[config.mk]
export PLATFORM = sky130hd
export DESIGN_NAME = mc_alu
export DESIGN_NICKNAME = d
export VERILOG_FILES = /design/src/rtl/mc_alu_pkg.sv /design/src/rtl/mc_alu_muldiv.sv /design/src/rtl/mc_alu.sv
export SDC_FILE = /design/constraint.sdc
export NUM_CORES = 1
export LEC_CHECK = 0
export ABC_CLOCK_PERIOD_IN_PS = 3800
export CAP_MARGIN = 25
export CORE_MARGIN = 4
export CORE_UTILIZATION = 58
export CTS_BUF_LIST = sky130_fd_sc_hd__clkbuf_4 sky130_fd_sc_hd__clkbuf_8
export DETAILED_ROUTE_END_ITERATION = 12
export HOLD_SLACK_MARGIN = 0.05
export PLACE_DENSITY = 0.9
export REMOVE_ABC_BUFFERS = 1
export SYNTH_ARGS = -nofsm -noshare
export SYNTH_HDL_FRONTEND = slang
export SYNTH_HIERARCHICAL = 1
export SYNTH_SLANG_ARGS = --single-unit
[constraint.sdc]
create_clock -name clk -period 3.8 [get_ports clk]
set_input_delay 0.76 -clock clk [delete_from_list [all_inputs] [get_ports clk]]
set_output_delay 0.76 -clock clk [all_outputs]
set_load 0.05 [all_outputs]
[src/rtl/mc_alu_pkg.sv]
`default_nettype none
// +----------------------------------------------------------------------+
// | mc_alu_pkg                                                           |
// | Command encodings and FSM state type for the multicycle ALU.         |
// | Rev 1.0 - initial release                                            |
// +----------------------------------------------------------------------+
package mc_alu_pkg;

    localparam logic [3:0] CMD_ADD   = 4'b0000;
    localparam logic [3:0] CMD_SUB   = 4'b0010;
    localparam logic [3:0] CMD_AND   = 4'b0100;
    localparam logic [3:0] CMD_OR    = 4'b0101;
    localparam logic [3:0] CMD_NOR   = 4'b0110;
    localparam logic [3:0] CMD_XOR   = 4'b0111;
    localparam logic [3:0] CMD_SLL   = 4'b1000;
    localparam logic [3:0] CMD_SRA   = 4'b1001;
    localparam logic [3:0] CMD_SRL   = 4'b1010;
    localparam logic [3:0] CMD_SLT   = 4'b1011;
    localparam logic [3:0] CMD_MULTU = 4'b1100;
    localparam logic [3:0] CMD_DIVU  = 4'b1101;
    localparam logic [3:0] CMD_MULT  = 4'b1110;
    localparam logic [3:0] CMD_DIV   = 4'b1111;

    typedef enum logic [1:0] {
        IDLE = 2'd0,
        MUL  = 2'd1,
        DIV  = 2'd2,
        DONE = 2'd3
    } state_t;

endpackage
`default_nettype wire

[src/rtl/mc_alu_muldiv.sv]
`default_nettype none
// +----------------------------------------------------------------------+
// | mc_alu_muldiv                                                        |
// | Iterative unsigned shift-add multiplier / restoring divider.         |
// | Rev 1.0 - initial release                                            |
// +----------------------------------------------------------------------+
module mc_alu_muldiv #(
    parameter int WIDTH = 32
) (
    input  logic             clk,
    input  logic             rst_n,
    input  logic             load,
    input  logic             step,
    input  logic             is_div,
    input  logic [WIDTH-1:0] a,
    input  logic [WIDTH-1:0] b,
    output logic             last,
    output logic [WIDTH-1:0] nxt_hi,
    output logic [WIDTH-1:0] nxt_lo
);

    localparam int CNTW = $clog2(WIDTH) + 1;

    logic [WIDTH-1:0] r_hi;
    logic [WIDTH-1:0] r_lo;
    logic [WIDTH-1:0] r_b;
    logic             r_div;
    logic [CNTW-1:0]  r_cnt;

    logic [WIDTH:0]   w_sum;
    logic [WIDTH:0]   w_trial;
    logic [WIDTH-1:0] w_diff;
    logic             w_ge;

    // Partial remainder stays below the divisor, so the difference fits in WIDTH bits.
    always_comb begin
        w_sum   = {1'b0, r_hi} + (r_lo[0] ? {1'b0, r_b} : '0);
        w_trial = {r_hi, r_lo[WIDTH-1]};
        w_ge    = (w_trial >= {1'b0, r_b});
        w_diff  = w_trial[WIDTH-1:0] - r_b;
        if (r_div) begin
            nxt_hi = w_ge ? w_diff : w_trial[WIDTH-1:0];
            nxt_lo = {r_lo[WIDTH-2:0], w_ge};
        end else begin
            nxt_hi = w_sum[WIDTH:1];
            nxt_lo = {w_sum[0], r_lo[WIDTH-1:1]};
        end
    end

    assign last = (r_cnt == CNTW'(1));

    always_ff @(posedge clk or negedge rst_n) begin
        if (!rst_n) begin
            r_hi  <= '0;
            r_lo  <= '0;
            r_b   <= '0;
            r_div <= 1'b0;
            r_cnt <= '0;
        end else if (load) begin
            r_hi  <= '0;
            r_lo  <= a;
            r_b   <= b;
            r_div <= is_div;
            r_cnt <= CNTW'(WIDTH);
        end else if (step) begin
            r_hi  <= nxt_hi;
            r_lo  <= nxt_lo;
            r_cnt <= r_cnt - CNTW'(1);
        end
    end

endmodule
`default_nettype wire

[src/rtl/mc_alu.sv]
`default_nettype none
// +----------------------------------------------------------------------+
// | mc_alu                                                               |
// | Multicycle ALU: registered single-cycle ops plus iterative mul/div.  |
// | Option: MC_ALU_SIGNED_MULDIV_EN adds signed mult/div (cmd 1110/1111).|
// | Rev 1.0 - initial release                                            |
// +----------------------------------------------------------------------+
module mc_alu
    import mc_alu_pkg::*;
#(
    parameter int WIDTH = 32
) (
    input  logic             clk,
    input  logic             rst_n,
    input  logic             start,
    input  logic [3:0]       cmd,
    input  logic [WIDTH-1:0] in1,
    input  logic [WIDTH-1:0] in2,
    output logic [WIDTH-1:0] result,
    output logic [WIDTH-1:0] hi,
    output logic             zero,
    output logic             busy,
    output logic             done
);

    localparam int SHW = $clog2(WIDTH);

    state_t           r_state;
    logic [WIDTH-1:0] r_result;
    logic [WIDTH-1:0] r_hi;
    logic             r_zero;
    logic             r_busy;
    logic             r_done;

    logic [SHW-1:0]   w_shamt;
    logic [WIDTH-1:0] w_alu;
    logic             w_signed;
    logic             w_is_mul;
    logic             w_is_muldiv;
    logic [WIDTH-1:0] w_a;
    logic [WIDTH-1:0] w_b;
    logic             w_md_load;
    logic             w_md_step;
    logic             w_md_last;
    logic [WIDTH-1:0] w_md_hi;
    logic [WIDTH-1:0] w_md_lo;
    logic [WIDTH-1:0] w_fix_hi;
    logic [WIDTH-1:0] w_fix_lo;

    assign w_shamt = in2[SHW-1:0];

    always_comb begin
        w_alu = '0;
        case (cmd)
            CMD_ADD: w_alu = in1 + in2;
            CMD_SUB: w_alu = in1 - in2;
            CMD_AND: w_alu = in1 & in2;
            CMD_OR:  w_alu = in1 | in2;
            CMD_NOR: w_alu = ~(in1 | in2);
            CMD_XOR: w_alu = in1 ^ in2;
            CMD_SLL: w_alu = in1 << w_shamt;
            CMD_SRA: w_alu = $signed(in1) >>> w_shamt;
            CMD_SRL: w_alu = in1 >> w_shamt;
            CMD_SLT: w_alu = {{(WIDTH-1){1'b0}}, ($signed(in1) < $signed(in2))};
            default: w_alu = '0;
        endcase
    end

`ifdef MC_ALU_SIGNED_MULDIV_EN
    logic               r_neg_q;
    logic               r_neg_r;
    logic [2*WIDTH-1:0] w_prod;

    // Signed ops run on magnitudes; the sign flags fix the result on completion.
    assign w_signed = (cmd == CMD_MULT) || (cmd == CMD_DIV);
    assign w_a      = (w_signed && in1[WIDTH-1]) ? -in1 : in1;
    assign w_b      = (w_signed && in2[WIDTH-1]) ? -in2 : in2;

    always_ff @(posedge clk or negedge rst_n) begin
        if (!rst_n) begin
            r_neg_q <= 1'b0;
            r_neg_r <= 1'b0;
        end else if (w_md_load) begin
            r_neg_q <= w_signed && (in1[WIDTH-1] ^ in2[WIDTH-1]);
            r_neg_r <= w_signed && !w_is_mul && in1[WIDTH-1];
        end
    end

    always_comb begin
        w_fix_hi = w_md_hi;
        w_fix_lo = w_md_lo;
        w_prod   = -{w_md_hi, w_md_lo};
        if (r_state == MUL) begin
            if (r_neg_q) begin
                w_fix_hi = w_prod[2*WIDTH-1:WIDTH];
                w_fix_lo = w_prod[WIDTH-1:0];
            end
        end else begin
            if (r_neg_q) w_fix_lo = -w_md_lo;
            if (r_neg_r) w_fix_hi = -w_md_hi;
        end
    end
`else
    assign w_signed = 1'b0;
    assign w_a      = in1;
    assign w_b      = in2;
    assign w_fix_hi = w_md_hi;
    assign w_fix_lo = w_md_lo;
`endif

    assign w_is_mul    = (cmd == CMD_MULTU) || (w_signed && (cmd == CMD_MULT));
    assign w_is_muldiv = (cmd == CMD_MULTU) || (cmd == CMD_DIVU) || w_signed;
    assign w_md_load   = (r_state == IDLE) && start && w_is_muldiv;
    assign w_md_step   = (r_state == MUL) || (r_state == DIV);

    mc_alu_muldiv #(.WIDTH(WIDTH)) u_muldiv (
        .clk    (clk),
        .rst_n  (rst_n),
        .load   (w_md_load),
        .step   (w_md_step),
        .is_div (!w_is_mul),
        .a      (w_a),
        .b      (w_b),
        .last   (w_md_last),
        .nxt_hi (w_md_hi),
        .nxt_lo (w_md_lo)
    );

    // Outputs load only on the edge entering DONE, so they hold across busy.
    always_ff @(posedge clk or negedge rst_n) begin
        if (!rst_n) begin
            r_state  <= IDLE;
            r_result <= '0;
            r_hi     <= '0;
            r_zero   <= 1'b1;
            r_busy   <= 1'b0;
            r_done   <= 1'b0;
        end else begin
            r_done <= 1'b0;
            case (r_state)
                IDLE: begin
                    if (start) begin
                        if (w_is_muldiv) begin
                            r_busy  <= 1'b1;
                            r_state <= w_is_mul ? MUL : DIV;
                        end else begin
                            r_result <= w_alu;
                            r_hi     <= '0;
                            r_zero   <= (w_alu == '0);
                            r_done   <= 1'b1;
                            r_state  <= DONE;
                        end
                    end
                end
                MUL, DIV: begin
                    if (w_md_last) begin
                        r_result <= w_fix_lo;
                        r_hi     <= w_fix_hi;
                        r_zero   <= (w_fix_lo == '0);
                        r_busy   <= 1'b0;
                        r_done   <= 1'b1;
                        r_state  <= DONE;
                    end
                end
                DONE:    r_state <= IDLE;
                default: r_state <= IDLE;
            endcase
        end
    end

    assign result = r_result;
    assign hi     = r_hi;
    assign zero   = r_zero;
    assign busy   = r_busy;
    assign done   = r_done;

endmodule
`default_nettype wire

==> flow_summary.ini, run 1 <==
[floorplan]
io_pins = 138
die_y_um = 203
die_x_um = 203
row_count = 71
start_util_pct = 58.8

[clock_network]
cts_buffers = 17
hold_buffers = 0
clockBufferDepth = 2
htree_levels = 4
root_buffer = clkbuf_8
cts.sinks = 172

[timing]
worstEpCategory = register input
crit_endpoint = zero$_DFFE_PN1P_/D

[logic_synthesis]
syn_area_per_cell_um2 = 7.67
synth.distinct_cells = 105
ys_seq_elements = 172
synthFlopType = dfrtp_1
synth_edf_count = 0
yosys_warnings = 6
syn_inst = 2888
syn-cell-area_mm2 = 0.0222
async_reset_ff_share_pct = 100
yosysSeqAreaShare_pct = 19.4

[global_routing]
overflow = 469
grt_use_total_pct = 74.2
grt_max_degree = 75

[run_status]
stop_error = [ERROR GRT-0232] Routing congestion too high. Check the congestion heatmap in the GUI.
failed_stage = global routing (5_1_grt)
outcome = stopped before the end

[placement]
io_buffers = 137
gpl.final_weighted_congestion = 1.30
post-dp-hpwl_um = 78500
==> cell families after synthesis <==
| family | Yosys count | share of synthesized area, % |
|---|---|---|
| DFF | 172 | 19.4 |
| muxes | 226 | 14.2 |
| adders and majority gates | 172 | 9.85 |
| AOI/OAI and AO/OA | 904 | 26.5 |
| buffers and inverters | 351 | 6.62 |
| and+or+nand+nor | 991 | 20.6 |
| xor gates and xnor gates | 72 | 2.85 |
==> stage by stage <==
step | utilization [%] | cell area [µm²] | cells | TNS (ns) | setup WS [ns]
floorplan | - | 21300 | 2686 | -200.18 | -3.23
global placement | 74.2 | 27900 | 3934 | -9.60 | -0.804
detailed placement | 74.2 | 27900 | 3934 | -14.65 | -1.16
CTS | 76.2 | 28700 | 3971 | -0.177 | -0.158
==> routing by layer <==
| layer | GRT overflow | GRT usage, % |
|---|---|---|
| met1 | 17 | 73.6 |
| met5 | 9 | 43.5 |
| met4 | 152 | 69.6 |
| met3 | 26 | 65.0 |
| met2 | 265 | 87.0 |
==> timing repair <==
action                                  4_1_cts
endpoints found under the setup margin       20
buffers inserted                              5
gates resized for setup                      77
pin swaps                                    23
==> cells in the mapped netlist, drive strengths merged, types with 13 or more instances <==
library cell / number / area share, %
nand2: 416 / 7.1
o21ai: 252 / 5.7
a21oi: 213 / 4.8
nor2: 212 / 3.7
dfrtp: 171 / 19
ha: 168 / 9.5
clkbuf: 146 / 2.5
inv: 146 / 2.5
mux2i: 114 / 5.2
nand3: 83 / 1.9
mux4: 59 / 6.2
buf: 55 / 1.6
mux2: 53 / 2.7
and2: 50 / 1.4
a31oi: 48 / 1.4
xnor2: 45 / 1.8
a211oi: 44 / 1.5
a21o: 44 / 1.5
nor3: 44 / 0.99
o211ai: 39 / 1.3
nand4: 31 / 0.90
nor2b: 29 / 0.82
xor2: 27 / 1.1
and3: 25 / 0.73
nor4: 25 / 0.76
o221ai: 22 / 0.90
o22ai: 22 / 0.62
o31ai: 22 / 0.75
nand2b: 21 / 0.59
a311oi: 20 / 0.82
o21bai: 18 / 0.61
o21a: 16 / 0.54
or3: 16 / 0.45
a2111oi: 14 / 0.55
a211o: 13 / 0.51
==> inputs of run 2 (changes only) <==
CORE_UTILIZATION = 40   (was 58)
CTS_BUF_LIST = not set   (was sky130_fd_sc_hd__clkbuf_4 sky130_fd_sc_hd__clkbuf_8)
HOLD_SLACK_MARGIN = not set   (was 0.05)
PLACE_DENSITY = not set   (was 0.9)
PLACE_DENSITY_LB_ADDON = 0.15   (was not set)
==> flow_summary.ini, run 2 <==
[setup_path]
cp_max_fo = 8
path_class = in2reg
end_kind = register
cp-start-kind = primary input
required_ns = 4.26
crit_arrival_ns = 4.32

[finish]
final_common_cell = buf_4
multiInputGateArea_mm2 = 0.0174
drive_gt1_share_pct = 32.1
final_nets = 3937
stdcell_count = 4455
layout.area.seq_mm2 = 0.00431
num_antenna_cells = 0
most-common-layout-cells = 820 x buf_4, 413 x nand2_1, 228 x o21ai_0
final_cell_area_mm2 = 0.0318
syn_to_final_growth_pct = 43.3
nFillCells = 5173

[clock_network]
cts_tree = built
root_buffer = clkbuf_16
path_clk_slew_ns = 0.09
cts_buffers = 17
htree_levels = 4
clockBufferDepth = 2
clock_latency_ns = 0.52
cts.sinks = 172

[drt]
ant_nets = 0
wl_per_cell_um = 25.6
dr.pass1.iters = 6
num_vias = 26926
viasPerCell = 6.04
wl_um = 114000
initialDrtViolationCount = 2802
drc = 0

[logic_synthesis]
yosysSeqAreaShare_pct = 19.4
ys_top_cells_by_area = dfrtp_1 19%, ha_1 9.5%, nand2_1 7.0%, o21ai_0 5.6%, mux2i_1 5.1%
synth_edf_count = 0
yosys_warnings = 6
synth_area_leader_cell = dfrtp_1
async_reset_ff_share_pct = 100
yosys.area.top_type_share_pct = 19.3
yosysMostFrequentCell = nand2_1
syn-cell-area_mm2 = 0.0222
syn_area_per_cell_um2 = 7.67
netlist_top_cells_count = 415 x nand2_1, 246 x o21ai_0, 213 x a21oi_1
ys_seq_elements = 172
synth.distinct_cells = 105
syn_inst = 2888
synthFlopType = dfrtp_1

[placement]
post-place-cells = 4402
post-dp-hpwl_um = 91400
gpl.final_weighted_congestion = 1.05
place_area_mm2 = 0.0300
io_buffers = 137

[timing]
layout_setup_ws_ns = -0.0601
rsz0062_at_grt = yes
worst_pin_slew_ns = 1.04
relSlewSlack_pct = 28.7
period_needed_ns = 3.86
holdWs_ns = 0.340
finClkSkew_ns = 0.0219
finalSetupViolCount = 2
drv_slew = 0
timing.fmax_mhz = 259
setup_tns_ns = -0.0663
hold_viol_final = 0
fin_crit_sh_pct = 102

[floorplan]
start_util_pct = 40.3
die_x_um = 243
io_pins = 138
die_y_um = 243
dieArea_mm2 = 0.0592
row_count = 86
core-area_mm2 = 0.0550

[global_routing]
grt_pass1_wl_um = 168000
grt_use_total_pct = 37.2
first_global_vias = 26287
grt_max_degree = 91
antenna_found_initial = 0
overflow = 0

[pwr]
powerDensity_mw_per_mm2 = 825
leakagePower_nw = 14.6
peakVddDrop_mv = 0.691
power_frac_clock_pct = 7.1
power_frac_comb_pct = 79.4
power.switching_mw = 13.8
power_frac_seq_pct = 13.4
p_int_mw = 12.3
p_total_mw = 26.2
netSwitchingFraction_pct = 52.9

[min_path]
hold_class = in2async

[run_status]
outcome = finished, violations left
violations = negative setup slack

[run]
cap_violations = 0
run 2: kinds of logic after synthesis:
logic type,share of synthesized area (%)
simple gates,20.6
compound gates,26.5
buf+inv,6.62
mux,14.2
fa+ha+maj,9.85
flops,19.4
xor+xnor,2.85
run 2: routing by layer:
metal  vias up  GRT usage (%)  share of wire (%)
met2      1433           55.1                 42
met4         0           15.4                4.9
met3       248           7.36                8.7
met5         -              0                  0
li1      12210              -                  -
met1     13035           53.0                 44
run 2: power groups by stage:
| stage | clock, mW | combinational [mW] | sequential, mW |
|---|---|---|---|
| 5_1_grt | 1.96 | 22.3 | 3.61 |
| 3_3_place_gp | 0 | 19.6 | 3.47 |
| 3_5_place_dp | 0 | 19.8 | 3.51 |
| 4_1_cts | 1.90 | 20.1 | 3.49 |
| 6_report | 1.87 | 20.8 | 3.51 |
| 2_1_floorplan | 0 | 9.90 | 4.42 |
run 2: critical path, cell delays in order:
cell and delay, ns:
clkdlybuf4s50_1 0.45, buf_12 0.16, buf_4 0.16, mux4_2 0.48
mux2i_2 0.23, o22ai_1 0.11, a21o_1 0.24, buf_4 0.18
a211oi_2 0.19, and3_1 0.19, nand4_1 0.15, nor4_2 0.32
nand4_1 0.25, nor4_2 0.28, a21o_1 0.15
run 2: path summary, 6_finish.rpt:
kind	depth (start not counted)	end	from	slack (ns)
worst max-delay path	15	zero	in1[18]	-0.06
worst max register to register	16	zero	u_muldiv/r_hi[3]	-0.01
worst min-delay path	1	hi[18]	rst_n	0.34
min in group clk	2	hi[20]	hi[20]	0.47
worst min register to register	2	hi[20]	hi[20]	0.47
max in group asynchronous	2	zero	rst_n	2.64
run 2: cell type report:
type	instances	share of cell area (%)
clock buffers	17	1.34
clock inverters	15	0.492
inverters	149	1.77
multi-input cells	2365	54.7
flip-flops and latches	172	13.6
well taps	748	2.95
repair buffers	989	25.2
run 2: repair_timing:
item / 4_1_cts / 5_1_grt
pin swaps: 38 / 33
hold endpoints to repair: 0 / 0
setup buffers: 13 / 9
resized for setup: 136 / 94
hold buffers: 0 / 0
endpoints found under the setup margin: 18 / 30
run 2: stage by stage:
step	utilization [%]	setup WS, ns
2_1_floorplan	-	-3.23
4_1_cts	56.8	0.000580
6_report	57.8	-0.0601
3_3_place_gp	54.6	-1.18
5_1_grt	57.8	-0.142
3_5_place_dp	54.6	-1.18
Note: power is estimated with default switching activity, not from simulation.
